**config.mk**
```make
export PLATFORM = sky130hd
export DESIGN_NAME = scr1_dmem_xbar2
export DESIGN_NICKNAME = d
export VERILOG_FILES = /design/src/rtl/scr1_dmem_xbar2.sv
export SDC_FILE = /design/constraint.sdc
export NUM_CORES = 1
export LEC_CHECK = 0
export ABC_AREA = 1
export BUFFER_PORTS_ARGS = -buffer_cell sky130_fd_sc_hd__buf_2
export CORE_AREA = 2 2 119 121
export DETAILED_ROUTE_END_ITERATION = 10
export DIE_AREA = 0 0 121 123
export SYNTH_ARGS = -nofsm -noshare
export SYNTH_HDL_FRONTEND = slang
export SYNTH_SLANG_ARGS = --single-unit
```
**constraint.sdc**
```tcl
create_clock -name clk -period 2.47 [get_ports clk]
set_input_delay 0.494 -clock clk [delete_from_list [all_inputs] [get_ports clk]]
set_output_delay 0.494 -clock clk [all_outputs]
set_load 0.02 [all_outputs]
```
**src/rtl/scr1_dmem_xbar2.sv**
```systemverilog
// Two-target DMEM crossbar: TCM window to port 0, everything else to port 1, one transaction in flight.
// Optional response watchdog with a DRAIN state is built when SCR1_DMEM_XBAR2_TIMEOUT_EN is defined.
`ifndef SCR1_DMEM_AWIDTH
`define SCR1_DMEM_AWIDTH 32
`endif
`ifndef SCR1_DMEM_DWIDTH
`define SCR1_DMEM_DWIDTH 32
`endif

package scr1_dmem_xbar2_pkg;
    typedef enum logic {
        SCR1_MEM_CMD_RD = 1'b0,
        SCR1_MEM_CMD_WR = 1'b1
    } type_scr1_mem_cmd_e;

    typedef enum logic [1:0] {
        SCR1_MEM_WIDTH_BYTE  = 2'b00,
        SCR1_MEM_WIDTH_HWORD = 2'b01,
        SCR1_MEM_WIDTH_WORD  = 2'b10,
        SCR1_MEM_WIDTH_ERROR = 2'b11
    } type_scr1_mem_width_e;

    typedef enum logic [1:0] {
        SCR1_MEM_RESP_NOTRDY = 2'b00,
        SCR1_MEM_RESP_RDY_OK = 2'b01,
        SCR1_MEM_RESP_RDY_ER = 2'b10
    } type_scr1_mem_resp_e;
endpackage

module scr1_dmem_xbar2
    import scr1_dmem_xbar2_pkg::*;
#(
    parameter logic [`SCR1_DMEM_AWIDTH-1:0] PORT0_BASE     = 32'hF000_0000,
    parameter logic [`SCR1_DMEM_AWIDTH-1:0] PORT0_MASK     = 32'hFFFF_0000,
    parameter int unsigned                  TIMEOUT_CYCLES = 255
) (
    input  logic                         clk,
    input  logic                         rst_n,

    input  logic                         core_req_i,
    output logic                         core_req_ack_o,
    input  type_scr1_mem_cmd_e           core_cmd_i,
    input  type_scr1_mem_width_e         core_width_i,
    input  logic [`SCR1_DMEM_AWIDTH-1:0] core_addr_i,
    input  logic [`SCR1_DMEM_DWIDTH-1:0] core_wdata_i,
    output logic [`SCR1_DMEM_DWIDTH-1:0] core_rdata_o,
    output type_scr1_mem_resp_e          core_resp_o,

    output logic                         port0_req_o,
    input  logic                         port0_req_ack_i,
    output type_scr1_mem_cmd_e           port0_cmd_o,
    output type_scr1_mem_width_e         port0_width_o,
    output logic [`SCR1_DMEM_AWIDTH-1:0] port0_addr_o,
    output logic [`SCR1_DMEM_DWIDTH-1:0] port0_wdata_o,
    input  logic [`SCR1_DMEM_DWIDTH-1:0] port0_rdata_i,
    input  type_scr1_mem_resp_e          port0_resp_i,

    output logic                         port1_req_o,
    input  logic                         port1_req_ack_i,
    output type_scr1_mem_cmd_e           port1_cmd_o,
    output type_scr1_mem_width_e         port1_width_o,
    output logic [`SCR1_DMEM_AWIDTH-1:0] port1_addr_o,
    output logic [`SCR1_DMEM_DWIDTH-1:0] port1_wdata_o,
    input  logic [`SCR1_DMEM_DWIDTH-1:0] port1_rdata_i,
    input  type_scr1_mem_resp_e          port1_resp_i
);

`ifdef SCR1_DMEM_XBAR2_TIMEOUT_EN
    typedef enum logic [1:0] {
        ST_IDLE  = 2'd0,
        ST_RESP  = 2'd1,
        ST_DRAIN = 2'd2
    } state_e;
`else
    typedef enum logic [1:0] {
        ST_IDLE = 2'd0,
        ST_RESP = 2'd1
    } state_e;
`endif

    state_e                         state_reg;
    logic                           sel_reg;
    logic                           sel_new;
    logic                           req_window;
    logic                           handshake;
    logic                           resp_valid;
    logic                           timeout_hit;
    logic [1:0]                     port_ack;
    logic [1:0]                     port_req;
    type_scr1_mem_resp_e            port_resp  [2];
    logic [`SCR1_DMEM_DWIDTH-1:0]   port_rdata [2];
    type_scr1_mem_resp_e            act_resp;
    logic [`SCR1_DMEM_DWIDTH-1:0]   act_rdata;

    assign port_ack      = {port1_req_ack_i, port0_req_ack_i};
    assign port_resp[0]  = port0_resp_i;
    assign port_resp[1]  = port1_resp_i;
    assign port_rdata[0] = port0_rdata_i;
    assign port_rdata[1] = port1_rdata_i;

    assign sel_new    = ((core_addr_i & PORT0_MASK) != PORT0_BASE);
    assign act_resp   = port_resp[sel_reg];
    assign act_rdata  = port_rdata[sel_reg];
    assign resp_valid = (act_resp != SCR1_MEM_RESP_NOTRDY);

    // A new request may only be issued when no transaction is pending or the pending one completes now.
    always_comb begin
        req_window = 1'b0;
        case (state_reg)
            ST_IDLE: req_window = 1'b1;
            ST_RESP: req_window = resp_valid;
            default: req_window = 1'b0;
        endcase
    end

    assign core_req_ack_o = core_req_i & port_ack[sel_new] & req_window;
    assign handshake      = core_req_i & core_req_ack_o;

    for (genvar gi = 0; gi < 2; gi++) begin : g_port_req
        assign port_req[gi] = core_req_i & (sel_new == 1'(gi)) & req_window;
    end

    assign port0_req_o   = port_req[0];
    assign port1_req_o   = port_req[1];
    assign port0_cmd_o   = core_cmd_i;
    assign port1_cmd_o   = core_cmd_i;
    assign port0_width_o = core_width_i;
    assign port1_width_o = core_width_i;
    assign port0_addr_o  = core_addr_i;
    assign port1_addr_o  = core_addr_i;
    assign port0_wdata_o = core_wdata_i;
    assign port1_wdata_o = core_wdata_i;

    always_comb begin
        core_resp_o  = SCR1_MEM_RESP_NOTRDY;
        core_rdata_o = '0;
        if (state_reg == ST_RESP) begin
            if (timeout_hit) begin
                core_resp_o = SCR1_MEM_RESP_RDY_ER;
            end else begin
                core_resp_o  = act_resp;
                core_rdata_o = act_rdata;
            end
        end
    end

`ifdef SCR1_DMEM_XBAR2_TIMEOUT_EN
    localparam logic [7:0] TMO_LIMIT = 8'(TIMEOUT_CYCLES);
    logic [7:0] tmo_cnt_reg;

    // A real response in the limit cycle wins over the synthetic error.
    assign timeout_hit = (state_reg == ST_RESP) & ~resp_valid & (tmo_cnt_reg == TMO_LIMIT);

    always_ff @(posedge clk or negedge rst_n) begin
        if (!rst_n) begin
            tmo_cnt_reg <= '0;
        end else if (handshake) begin
            tmo_cnt_reg <= '0;
        end else if ((state_reg == ST_RESP) && !resp_valid) begin
            tmo_cnt_reg <= tmo_cnt_reg + 8'd1;
        end
    end
`else
    assign timeout_hit = 1'b0;
    // TIMEOUT_CYCLES only matters when the watchdog is built in.
    if (TIMEOUT_CYCLES == 0) begin : g_timeout_unused
    end
`endif

    always_ff @(posedge clk or negedge rst_n) begin
        if (!rst_n) begin
            state_reg <= ST_IDLE;
            sel_reg   <= 1'b0;
        end else begin
            case (state_reg)
                ST_IDLE: begin
                    if (handshake) begin
                        sel_reg   <= sel_new;
                        state_reg <= ST_RESP;
                    end
                end
                ST_RESP: begin
                    if (resp_valid) begin
                        if (handshake) begin
                            sel_reg <= sel_new;
                        end else begin
                            state_reg <= ST_IDLE;
                        end
                    end
`ifdef SCR1_DMEM_XBAR2_TIMEOUT_EN
                    else if (timeout_hit) begin
                        state_reg <= ST_DRAIN;
                    end
`endif
                end
`ifdef SCR1_DMEM_XBAR2_TIMEOUT_EN
                // The abandoned response still has to arrive before the port can be reused.
                ST_DRAIN: begin
                    if (resp_valid) begin
                        state_reg <= ST_IDLE;
                    end
                end
`endif
                default: state_reg <= ST_IDLE;
            endcase
        end
    end

endmodule
```
Yosys cells after proc, flatten, opt, wreduce, memory -nomap -nowiden
Index checks and enable logic that the tools add are counted.
{"block": "totals", "reg_bits": 3, "inputBits": 140, "out_inout_bits": 171, "wordCells": 41}
{"block": "op_classes", "n_lt_le_gt_ge": 2, "eq_ne": 5, "mux": 18, "bitwise_logic": 9, "reduce_logical": 5}
{"op": "32-bit 2-to-1 mux", "n": 4}
{"op": "16-bit inequality test (second input constant)", "n": 1}
{"op": "2-bit 2-to-1 mux", "n": 7}
{"op": "1-bit bitwise AND", "n": 7}
{"op": "2-bit inequality test (second input constant)", "n": 3}
{"op": "1-bit 2-to-1 mux", "n": 4}
{"op": "1-bit case mux with 2 select lines", "n": 2}
{"op": "2-bit case mux with 2 select lines", "n": 1}
{"op": "2-bit nonzero test", "n": 2}
{"op": "3-bit AND reduction", "n": 1}
{"op": "2-bit by 1-bit equality test with 1-bit output (second input constant)", "n": 1}
{"op": "2-bit >= comparator (second input constant)", "n": 1}
{"op": "2-bit logical NOT", "n": 1}
{"op": "1-bit by 2-bit < comparator with 1-bit output (second input constant)", "n": 1}
{"op": "1-bit inverter with 2-bit output", "n": 1}
{"op": "2-bit AND reduction", "n": 1}
{"op": "1-bit inverter", "n": 1}

Longest topological paths before layout
Gate-level depths: netlist of run 1.
{"block": "depth", "depth_word": 11, "depth_mapped": 10, "ltp_nobuf": 9}

Worst setup path after synthesis of run 1
No wires, ideal clock.
{"block": "synth_timing", "path_type": "in2out", "startpoint": "input core_addr_i[26]", "endpoint": "output core_req_ack_o", "arrival_ps": 1256, "required_time_ps": 1976, "setup_slack_ps": 720, "stages": 9, "n_path_buf": 0, "cell_sequence": "inv_1 nand2_1 nor2_1 nand2_1 nor2_1 nand2_2 inv_2 nand2_2 nand2_1"}
{"block": "synth_via", "elab_chain_cells": 5}
{"element": "start, declared", "line_no": "44", "text": "input logic [`SCR1_DMEM_AWIDTH-1:0] core_addr_i,"}
{"element": "16-bit inequality test", "line_no": "101", "text": "assign sel_new = ((core_addr_i & PORT0_MASK) != PORT0_BASE);"}
{"element": "1-bit 2-to-1 mux (not written as such) (2 in a row)", "line_no": "116", "text": "assign core_req_ack_o = core_req_i & port_ack[sel_new] & req_window;"}
{"element": "1-bit bitwise AND (2 in a row)", "line_no": "116"}
{"element": "end, declared", "line_no": "41", "text": "output logic core_req_ack_o,"}
Every way passes these cells. The select of a mux whose other input is x is not followed.

Final worst setup path of run 1
{"block": "layout_timing", "startpoint": "register sel_reg", "endpoint": "output core_req_ack_o"}
{"block": "layout_via", "elab_chain_cells": 7}
{"element": "start, declared", "line_no": "82", "text": "logic sel_reg;"}
{"element": "start signal, assigned", "line_no": "178", "text": "sel_reg <= sel_new;"}
{"element": "start signal, assigned", "line_no": "185", "text": "sel_reg <= sel_new;"}
{"element": "1-bit inverter with 2-bit output (not written as such)", "line_no": "102", "text": "assign act_resp = port_resp[sel_reg];"}
{"element": "2-bit 2-to-1 mux (not written as such) (3 in a row)", "line_no": "102"}
{"element": "2-bit nonzero test", "line_no": "104", "text": "assign resp_valid = (act_resp != SCR1_MEM_RESP_NOTRDY);"}
{"element": "1-bit case mux with 2 select lines", "line_no": "109", "text": "case (state_reg)"}
{"element": "1-bit bitwise AND", "line_no": "116"}
Every way passes these cells. The select of a mux whose other input is x is not followed.

==> results of run 1 <==
## kinds of logic (layout without fill, tap and decap cells)
group           count (synthesis)  count (layout)  synth area share
flops                           2               2            0.0284
simple gates                  101             101             0.238
compound gates                 35              35            0.0995
buf+inv                       160             181             0.634
## area by class of cell
cell class / count / area, um^2
clock buffer: 3 / 75.1
fill: 1619 / 11800
inverter: 16 / 65.1
multi-input combinational: 136 / 594
sequential: 2 / 50.0
tap: 180 / 225
timing repair buffer: 162 / 823
## cells in the mapped netlist
library cell and instances:
sky130_fd_sc_hd__nor2_4 1, sky130_fd_sc_hd__buf_4 134, sky130_fd_sc_hd__inv_6 1, sky130_fd_sc_hd__a21oi_1 3
sky130_fd_sc_hd__nor3_1 1, sky130_fd_sc_hd__clkbuf_1 9, sky130_fd_sc_hd__nand2_1 13, sky130_fd_sc_hd__inv_1 14
sky130_fd_sc_hd__buf_6 1, sky130_fd_sc_hd__nand3_2 2, sky130_fd_sc_hd__dfrtp_1 2, sky130_fd_sc_hd__o21ai_0 32
sky130_fd_sc_hd__nor2_1 75, sky130_fd_sc_hd__nor2_2 1, sky130_fd_sc_hd__nand2_2 5, sky130_fd_sc_hd__inv_2 1
sky130_fd_sc_hd__nand3_1 3
## stage by stage
step | setup slack, ns | hold WS, ns | instances | power, mW
floorplan | 0.720 | 0.198 | 298 | 0.461
detailed placement | 0.440 | 0.292 | 496 | 0.331
global route | 0.159 | 0.0653 | 499 | 0.608
global placement | 0.452 | 0.290 | 496 | 0.329
CTS | 0.277 | 0.0629 | 499 | 0.578
finish | 0.315 | 0.0661 | 499 | 0.567
## metal layers
| layer | vias to the layer above | wire length, um | part of all wire |
|---|---|---|---|
| met5 | - | 0 | 0 |
| met4 | 0 | 284 | 0.049 |
| met3 | 33 | 894 | 0.16 |
| met2 | 146 | 2400 | 0.42 |
| met1 | 661 | 2170 | 0.38 |
| li1 | 822 | - | - |
## power by group through the flow
stage,clock network [mW],logic (mW),registers (mW)
after floorplan,0,0.425,0.0363
after global placement,0,0.294,0.0353
after detailed placement,0,0.296,0.0353
after CTS,0.246,0.297,0.0350
after global routing,0.250,0.322,0.0352
final,0.240,0.292,0.0350
## critical path, cell delays in order (launching register included)
cell and delay (ns):
sky130_fd_sc_hd__dfrtp_1 0.44, sky130_fd_sc_hd__buf_4 0.25, sky130_fd_sc_hd__nand2_1 0.10, sky130_fd_sc_hd__nand3_2 0.10, sky130_fd_sc_hd__nor2_4 0.05, sky130_fd_sc_hd__nor2_2 0.12
sky130_fd_sc_hd__nand2_2 0.07, sky130_fd_sc_hd__inv_2 0.06, sky130_fd_sc_hd__nand2_2 0.04, sky130_fd_sc_hd__nand2_1 0.05, sky130_fd_sc_hd__buf_2 0.16
## path summary, 6_finish.rpt
| path | to | slack [ns] |
|---|---|---|
| max | core_req_ack_o | 0.31 |
| min | sel_reg | 0.07 |
| max reg2reg | sel_reg | 0.99 |
| min reg2reg | sel_reg | 0.78 |
| max in group asynchronous | state_reg[0] | 2.30 |
| min in group clk | state_reg[0] | 0.53 |
==> flow_metrics.env, run 1 <==
export IMPL_result_of_the_run="complete, no violations"
export IMPL_worst_hold_path_type="input pin to asynchronous set/reset pin"
export IMPL_dr_total_vias=1662
export IMPL_synth_area_leader_cell="sky130_fd_sc_hd__buf_4"
export IMPL_vias_per_cell=3.33
export IMPL_yosysWarningCount=0
export IMPL_floorplan_initialDensity=0.129
export IMPL_rows=43
export IMPL_slew_viol_final=0
export IMPL_detail_route_antenna_nets=0
export IMPL_vdd_ir_drop_worst_mv=0.203
export IMPL_fp_dieW_um=121
export IMPL_final_nets=461
export IMPL_report_final_hold_viol_count=0
export IMPL_gr_total_overflow=0
export IMPL_antenna_cells_inserted=0
export IMPL_place_detailed_hpwl_um=4840
export IMPL_postLayoutCoreUtil=0.135
export IMPL_cp_arrival_ns=1.66
export IMPL_critical_path_reg2reg_startpoint="sel_reg"
export IMPL_detail_route_iter0_violations=48
export IMPL_most_frequent_standard_cell_in_the_layout_excluding_fill_and_tap_cells="sky130_fd_sc_hd__buf_2"
export IMPL_detailedRoute_firstPassIterationCount=4
export IMPL_place_congestion=0.673
export IMPL_min_period_over_period=0.873
export IMPL_placedInstanceArea_um2=1760
export IMPL_worstPathRequired_ns=1.98
export IMPL_ctsResizeCount=0
export IMPL_clock_sinks=2
export IMPL_max_freq_mhz=464
export IMPL_grt_first_pass_wirelength_um=7660
export IMPL_met3_usage=0.0424
export IMPL_routedWlPerCell_um=11.5
export IMPL_cp_max_fo=15
export IMPL_die_outline_height_um=123
export IMPL_h_tree_depth=1
export IMPL_share_of_total_power_in_sequential_cells=0.062
export IMPL_power_static_leakage_nw=1.05
export IMPL_grt_most_used_layer="met2"
export IMPL_floorplan_io_pins=311
export IMPL_grt_antenna_before_repair=0
export IMPL_ys_seq_elements=2
export IMPL_timing_setup_tns_ns=0
export IMPL_grt_max_degree=22
export IMPL_clock_root_buffer="sky130_fd_sc_hd__clkbuf_16"
export IMPL_r2r_worst_path_cells=7
export IMPL_route_detailed_drc=0
export IMPL_groute_layer_met1_usage=0.0749
export IMPL_syn_cell_area_um2=1760
export IMPL_netSwitchingPower_mw=0.208
export IMPL_fp_dieArea_um2=14900
export IMPL_via_count_of_the_first_global_routing_pass=1419
export IMPL_min_period_ns=2.16
export IMPL_synth_distinct_cells=17
export IMPL_core_region_area_um2=13600
export IMPL_setup_repair_after_global_routing_missed_its_margin="false"
export IMPL_power_internal_mw=0.359
export IMPL_share_comb_of_total_power=0.515
export IMPL_tightestPinTransition_ns=0.257
export IMPL_ratio_of_cells_with_drive_above_1_in_the_final_layout=0.552
export IMPL_clock_skew_ns=0.000387
export IMPL_areaGrowthSynthToFinish_pct=4.12
export IMPL_global_route_total_usage_across_every_layer=0.0693
export IMPL_synthTopCellsByArea="sky130_fd_sc_hd__buf_4, sky130_fd_sc_hd__nor2_1, sky130_fd_sc_hd__o21ai_0"
export IMPL_wirelength_um=5750
export IMPL_timing_critical_path_from="sel_reg"
export IMPL_synth_seq_area_share=0.0284
export IMPL_port_buffers=157
export IMPL_final_area_um2=1830
export IMPL_tritoncts_num_buffers=3
export IMPL_cts_tree="built"
export IMPL_start_kind="register"
export IMPL_power_frac_clock=0.424
export IMPL_path_clk_slew_ns=0.03
export IMPL_sw_share=0.367
export IMPL_gr_layer_usage_met2=0.106
export IMPL_synth_top_cell_area_share=0.571
export IMPL_cts_buffer_depth=2
export IMPL_capturing_element_type_of_the_critical_path="primary output"
export IMPL_setup_violations=0
export IMPL_pwr_density_cell_nw_per_um2=309
export IMPL_maxCapViolations=0
export IMPL_post_cts_buffers=0
export IMPL_final_cell_mix="sky130_fd_sc_hd__buf_2, sky130_fd_sc_hd__nor2_1, sky130_fd_sc_hd__o21ai_0, sky130_fd_sc_hd__inv_1, sky130_fd_sc_hd__nand2_1"
export IMPL_syn_area_per_cell_um2=5.91
export IMPL_timing_worst_setup_path_type="register to primary output"
export IMPL_mappedNetlistNets=438
export IMPL_maxSlewHeadroom=0.827
export IMPL_post_synth_inst_count=298
export IMPL_post_cts_hold_buffer_count=0
export IMPL_worst_skew_pair_latency_ns=0.22
Power figures use the tool's default switching activity.
==> inputs of run 2 (changes only) <==
--- a/config.mk
+++ b/config.mk
@@ -5,11 +5,11 @@
 export SDC_FILE = /design/constraint.sdc
 export NUM_CORES = 1
 export LEC_CHECK = 0
-export ABC_AREA = 1
 export BUFFER_PORTS_ARGS = -buffer_cell sky130_fd_sc_hd__buf_2
-export CORE_AREA = 2 2 119 121
+export CORE_AREA = 2 2 120 122
+export CTS_BUF_LIST = sky130_fd_sc_hd__clkbuf_16
 export DETAILED_ROUTE_END_ITERATION = 10
-export DIE_AREA = 0 0 121 123
+export DIE_AREA = 0 0 122 124
 export SYNTH_ARGS = -nofsm -noshare
 export SYNTH_HDL_FRONTEND = slang
 export SYNTH_SLANG_ARGS = --single-unit
==> run 2 against run 1 <==
Compared with the run above:
- the flow now finishes with violations (setup timing)
- clock power grew 5%
- core utilization grew 0.79 points
- clock-buffer cell count is the same
- largest power group unchanged
- highest routed layer unchanged
==> flow_metrics.env, run 2 <==
export IMPL_result_of_the_run="finished with violations"
export IMPL_failed_checks="setup timing"
export IMPL_path_clk_slew_ns=0.03
export IMPL_worst_r2r_endpoint="sel_reg"
export IMPL_placedInstanceArea_um2=1850
export IMPL_gr_total_overflow=0
export IMPL_synth_area_leader_cell="sky130_fd_sc_hd__buf_4"
export IMPL_postSynth_topFlopCell="sky130_fd_sc_hd__dfrtp_1"
export IMPL_slew_viol_final=0
export IMPL_setup_violations=1
export IMPL_h_tree_depth=1
export IMPL_global_route_total_usage_across_every_layer=0.0488
export IMPL_slowest_cell_on_the_critical_path="sky130_fd_sc_hd__or4b_4"
export IMPL_grt_first_pass_wirelength_um=5810
export IMPL_cp_max_fo=3
export IMPL_detail_route_antenna_nets=0
export IMPL_detailedRoute_firstPassIterationCount=4
export IMPL_clock_skew_ns=0.00568
export IMPL_post_cts_hold_buffer_count=0
export IMPL_synth_top_cell_area_share=0.566
export IMPL_syn_area_per_cell_um2=7.73
export IMPL_final_nets=405
export IMPL_tightestPinTransition_ns=0.328
export IMPL_most_frequent_standard_cell_in_the_layout_excluding_fill_and_tap_cells="sky130_fd_sc_hd__buf_2"
export IMPL_ys_seq_elements=2
export IMPL_timing_setup_tns_ns=-0.0782
export IMPL_yosysMostFrequentCell="sky130_fd_sc_hd__buf_4"
export IMPL_synth_commonest_cells="sky130_fd_sc_hd__buf_4, sky130_fd_sc_hd__mux2i_1, sky130_fd_sc_hd__nor2b_1, sky130_fd_sc_hd__buf_2"
export IMPL_capturing_element_type_of_the_critical_path="primary output"
export IMPL_grt_max_degree=37
export IMPL_mappedNetlistNets=370
export IMPL_internal_reg_to_reg_setup_slack_ns=0.99
export IMPL_min_period_ns=2.55
export IMPL_maxCapViolations=0
export IMPL_max_freq_mhz=392
export IMPL_worstPathRequired_ns=1.98
export IMPL_power_static_leakage_nw=1.27
export IMPL_tritoncts_num_buffers=3
export IMPL_port_buffers=157
export IMPL_start_kind="input pin"
export IMPL_maxSlewHeadroom=0.779
export IMPL_hold_ws_ns=0.0459
export IMPL_vdd_ir_drop_worst_mv=0.376
export IMPL_min_period_over_period=1.03
export IMPL_vias_per_cell=3.18
export IMPL_grt_antenna_before_repair=0
export IMPL_synth_seq_area_share=0.0281
export IMPL_routedWlPerCell_um=9.98
export IMPL_floorplan_io_pins=311
export IMPL_synth_edff_count=0
export IMPL_route_detailed_drc=0
export IMPL_yosysWarningCount=0
export IMPL_path_common_cell="sky130_fd_sc_hd__buf_2"
export IMPL_fp_dieArea_um2=15100
export IMPL_final_cell_mix="sky130_fd_sc_hd__buf_2, sky130_fd_sc_hd__mux2i_1, sky130_fd_sc_hd__nor2b_1, sky130_fd_sc_hd__buf_4"
export IMPL_antenna_cells_inserted=0
export IMPL_core_region_area_um2=13700
export IMPL_place_detailed_hpwl_um=3790
export IMPL_critical_path_reg2reg_startpoint="sel_reg"
export IMPL_synthTopCellsByArea="sky130_fd_sc_hd__buf_4, sky130_fd_sc_hd__mux2i_1, sky130_fd_sc_hd__nor2b_1"
export IMPL_floorplan_initialDensity=0.130
export IMPL_r2r_worst_path_cells=5
export IMPL_final_critical_path_setup_slack_ns=-0.0782
export IMPL_timing_critical_path_from="core_addr_i[25]"
export IMPL_cts_tree="built"
export IMPL_worst_path_largest_cell_delay_ns=0.55
export IMPL_clock_sinks=2
export IMPL_report_final_hold_viol_count=0
export IMPL_ratio_of_cells_with_drive_above_1_in_the_final_layout=0.678
export IMPL_die_outline_height_um=124
export IMPL_final_area_um2=1960
export IMPL_dp_worst_setup_slack_ns=-0.0773
export IMPL_via_count_of_the_first_global_routing_pass=1211
export IMPL_place_congestion=0.676
export IMPL_wirelength_um=4430
export IMPL_clock_root_buffer="sky130_fd_sc_hd__clkbuf_16"
export IMPL_cp_arrival_ns=2.05
export IMPL_pwr_density_cell_nw_per_um2=299
export IMPL_dr_total_vias=1412
export IMPL_areaGrowthSynthToFinish_pct=9.99
export IMPL_post_synth_inst_count=230
export IMPL_rows=43
export IMPL_worst_skew_pair_latency_ns=0.22
export IMPL_detail_route_iter0_violations=29
export IMPL_final_cells=444
export IMPL_synth_distinct_cells=20
export IMPL_crit_path_cell_trace="buf_2 > or4b_4 > nor4_4 > buf_4 > mux2i_2 > nor2_1 > buf_2"
export IMPL_syn_cell_area_um2=1780
export IMPL_setup_repair_after_global_routing_missed_its_margin="true"
export IMPL_timing_worst_setup_path_type="input pin to primary output"
export IMPL_dp_cells=437
export IMPL_cts_buffer_depth=2
export IMPL_fp_dieW_um=122
export IMPL_worst_hold_path_type="input pin to asynchronous set/reset pin"
export IMPL_synth_async_sr_flop_share=1.00
[run 2: layout make-up]
| cell class | instances | area [um^2] |
|---|---|---|
| fill | 1602 | 11800 |
| timing repair buffer | 171 | 906 |
| multi-input combinational | 86 | 691 |
| tap | 180 | 225 |
| clock buffer | 3 | 75.1 |
| sequential | 2 | 51.3 |
| clock inverter | 1 | 3.75 |
| inverter | 1 | 3.75 |
[run 2: worst max-delay path, delay by kind of cell]
family        cells  cell delay, ns
simple gates      3            0.90
mux               1            0.23
buf+inv           3            0.44
[run 2: timing repair]
item	CTS	global route
gates resized for setup	0	2
endpoints found under the hold margin	0	0
endpoints found under the setup margin	1	2
setup buffers	2	1
[run 2: power by group]
part / switching, mW / internal (mW)
logic: 0.162 / 0.136
registers: 0.000298 / 0.0343
clock network: 0.0431 / 0.209
total: 0.206 / 0.379
[run 2: cells by family after synthesis]
| logic type | Yosys count | share of synthesized area |
|---|---|---|
| AO/OA/AOI/OAI | 4 | 0.0148 |
| buffers and inverters | 142 | 0.585 |
| flip-flops | 2 | 0.0282 |
| multiplexers | 35 | 0.197 |
| AND/OR/NAND/NOR | 47 | 0.175 |
[run 2: per-layer routing]
layer	global-route usage	share of wire	vias to the layer above
met5	0	0	-
met2	0.0859	0.49	108
met4	0.0366	0.049	0
li1	-	-	674
met1	0.0489	0.34	603
met3	0.0142	0.12	27
[run 2: worst max-delay path by stage]
| stage | slack [ns] | endpoint |
|---|---|---|
| final | -0.08 | core_req_ack_o |
| after global placement | -0.06 | core_req_ack_o |
| after CTS | -0.07 | core_req_ack_o |
| after detailed placement | -0.08 | core_req_ack_o |
| after floorplan | 0.18 | core_req_ack_o |
| after global routing | -0.15 | core_req_ack_o |
[run 2: metrics by stage]
step | utilization | total power [mW]
global route | 0.143 | 0.619
finish | 0.143 | 0.584
detailed placement | 0.135 | 0.333
CTS | 0.142 | 0.590
global placement | 0.135 | 0.332
floorplan | - | 0.456
==> inputs of run 3 (changes only) <==
--- a/config.mk
+++ b/config.mk
@@ -5,11 +5,13 @@
 export SDC_FILE = /design/constraint.sdc
 export NUM_CORES = 1
 export LEC_CHECK = 0
-export BUFFER_PORTS_ARGS = -buffer_cell sky130_fd_sc_hd__buf_2
 export CORE_AREA = 2 2 120 122
 export CTS_BUF_LIST = sky130_fd_sc_hd__clkbuf_16
 export DETAILED_ROUTE_END_ITERATION = 10
 export DIE_AREA = 0 0 122 124
+export DONT_BUFFER_PORTS = 1
+export HOLD_SLACK_MARGIN = 0.08
 export SYNTH_ARGS = -nofsm -noshare
 export SYNTH_HDL_FRONTEND = slang
 export SYNTH_SLANG_ARGS = --single-unit
+export TNS_END_PERCENT = 10
==> run 3 against run 2 <==
Compared with the run above:
- the run now ends clean
- clock power about the same
- global-route usage down 0.62 points
- sequential power up 3%
- final cell count decreased by 36%
- combinational power decreased by 57%
- via count shrank 39%
- largest cell class is now multi-input gates
- highest routed layer unchanged
==> flow_metrics.env, run 3 (synthesized netlist as in run 2, its figures left out) <==
export IMPL_result_of_the_run="complete, no violations"
export IMPL_slew_viol_final=0
export IMPL_power_mw=0.411
export IMPL_route_detailed_drc=0
export IMPL_final_cells=284
export IMPL_critPathCapture="core_req_ack_o"
export IMPL_detailedRoute_firstPassIterationCount=3
export IMPL_setup_violations=0
export IMPL_path_clk_slew_ns=0.03
export IMPL_dp_cells=276
export IMPL_dr_total_vias=867
export IMPL_slowest_cell_on_the_critical_path="sky130_fd_sc_hd__or4b_4"
export IMPL_grt_first_pass_wirelength_um=4770
export IMPL_start_kind="input pin"
export IMPL_pwr_density_cell_nw_per_um2=358
export IMPL_worst_r2r_endpoint="sel_reg"
export IMPL_tightestPinTransition_ns=0.515
export IMPL_internal_reg_to_reg_setup_slack_ns=1.00
export IMPL_timing_critical_path_from="core_addr_i[27]"
export IMPL_detail_route_iter0_violations=6
export IMPL_timing_worst_setup_path_type="input pin to primary output"
export IMPL_fp_dieW_um=122
export IMPL_placedInstanceArea_um2=1020
export IMPL_global_route_total_usage_across_every_layer=0.0426
export IMPL_hold_ws_ns=0.361
export IMPL_place_detailed_hpwl_um=3350
export IMPL_postLayoutCoreUtil=0.0836
export IMPL_worst_path_largest_cell_delay_ns=0.55
export IMPL_areaGrowthSynthToFinish_pct=-35.5
export IMPL_worstPathRequired_ns=1.98
export IMPL_floorplan_io_pins=311
export IMPL_capturing_element_type_of_the_critical_path="primary output"
export IMPL_maxSlewHeadroom=0.656
export IMPL_cts_tree="built"
export IMPL_worst_skew_pair_latency_ns=0.22
export IMPL_crit_path_cell_trace="or4b_4 > nor4_4 > buf_4 > mux2i_4 > nor2_1 > buf_4"
export IMPL_final_nets=245
export IMPL_routedWlPerCell_um=13.5
export IMPL_die_outline_height_um=124
export IMPL_tritoncts_num_buffers=3
export IMPL_setup_repair_after_global_routing_missed_its_margin="true"
export IMPL_r2r_worst_path_cells=5
export IMPL_vdd_ir_drop_worst_mv=0.389
export IMPL_fp_dieArea_um2=15100
export IMPL_path_common_cell="sky130_fd_sc_hd__buf_4"
export IMPL_h_tree_depth=1
export IMPL_final_cell_mix="sky130_fd_sc_hd__mux2i_1, sky130_fd_sc_hd__nor2b_1, sky130_fd_sc_hd__buf_4, sky130_fd_sc_hd__nor2_1, sky130_fd_sc_hd__clkbuf_16"
export IMPL_port_buffers=0
export IMPL_fillCellCount=1606
export IMPL_core_region_area_um2=13700
export IMPL_gr_total_overflow=0
export IMPL_grt_max_degree=32
export IMPL_timing_setup_tns_ns=0
export IMPL_worst_hold_path_type="input pin to register"
export IMPL_clock_root_buffer="sky130_fd_sc_hd__clkbuf_16"
export IMPL_grt_antenna_before_repair=0
export IMPL_clock_sinks=2
export IMPL_cts_buffer_depth=2
export IMPL_wirelength_um=3830
export IMPL_vias_per_cell=3.05
export IMPL_via_count_of_the_first_global_routing_pass=868
export IMPL_final_critical_path_setup_slack_ns=0.0467
export IMPL_clock_skew_ns=0.00264
export IMPL_power_static_leakage_nw=0.594
export IMPL_dp_worst_setup_slack_ns=-0.00704
export IMPL_min_period_over_period=0.981
export IMPL_ratio_of_cells_with_drive_above_1_in_the_final_layout=0.183
export IMPL_critical_path_reg2reg_startpoint="sel_reg"
export IMPL_maxCapViolations=0
export IMPL_min_period_ns=2.42
export IMPL_floorplan_initialDensity=0.130
export IMPL_cp_max_fo=3
export IMPL_report_final_hold_viol_count=0
export IMPL_cp_arrival_ns=1.93
export IMPL_final_area_um2=1150
export IMPL_antenna_cells_inserted=0
export IMPL_max_freq_mhz=413
export IMPL_rows=43
export IMPL_place_congestion=0.577
export IMPL_detail_route_antenna_nets=0
==> run 3: how the worst min path moves through the flow <==
stage                          from            to  slack (ns)  cells after the start
global route        port0_req_ack_i       sel_reg        0.37                      1
CTS                 port0_req_ack_i       sel_reg        0.36                      1
floorplan                     rst_n       sel_reg        0.20                      0
global placement              rst_n  state_reg[0]        0.20                      0
finish              port0_req_ack_i       sel_reg        0.36                      1
detailed placement            rst_n  state_reg[0]        0.20                      0
==> run 3: critical path: cells and delay by family <==
kind | cells | cell delay, ns
AND/OR/NAND/NOR | 3 | 0.88
buffers and inverters | 2 | 0.33
multiplexers | 1 | 0.23
==> run 3: cell type report <==
type / instances / area (um^2) / area share
multi-input cells: 86 / 703 / 0.613
inverters: 1 / 3.75 / 0.00327
repair buffers: 11 / 85.1 / 0.0742
clock buffers: 3 / 75.1 / 0.0654
clock inverters: 1 / 3.75 / 0.00327
flip-flops and latches: 2 / 51.3 / 0.0447
well taps: 180 / 225 / 0.196
==> run 3: routing by layer <==
metal | track usage | vias up | wire length, um
li1 | - | 350 | -
met1 | 0.0423 | 381 | 1210
met2 | 0.0684 | 109 | 1840
met3 | 0.0201 | 27 | 569
met4 | 0.0345 | 0 | 209
met5 | 0 | - | 0
==> run 3: power by group <==
part	total (mW)	switching, mW	leakage (nW)	internal, mW
clock	0.249	0.0402	0.0423	0.208
sequential	0.0357	0.00134	0.0211	0.0343
combinational	0.127	0.0811	0.531	0.0457
total	0.411	0.123	0.594	0.288
==> run 3: timing repair <==
| action | in CTS | in global routing |
|---|---|---|
| pin swaps | 1 | 2 |
| resized for setup | 1 | 2 |
| setup endpoints to repair | 1 | 1 |
| buffers inserted | 1 | 2 |
| endpoints found under the hold margin | 2 | 0 |
| hold buffers | 1 | 0 |
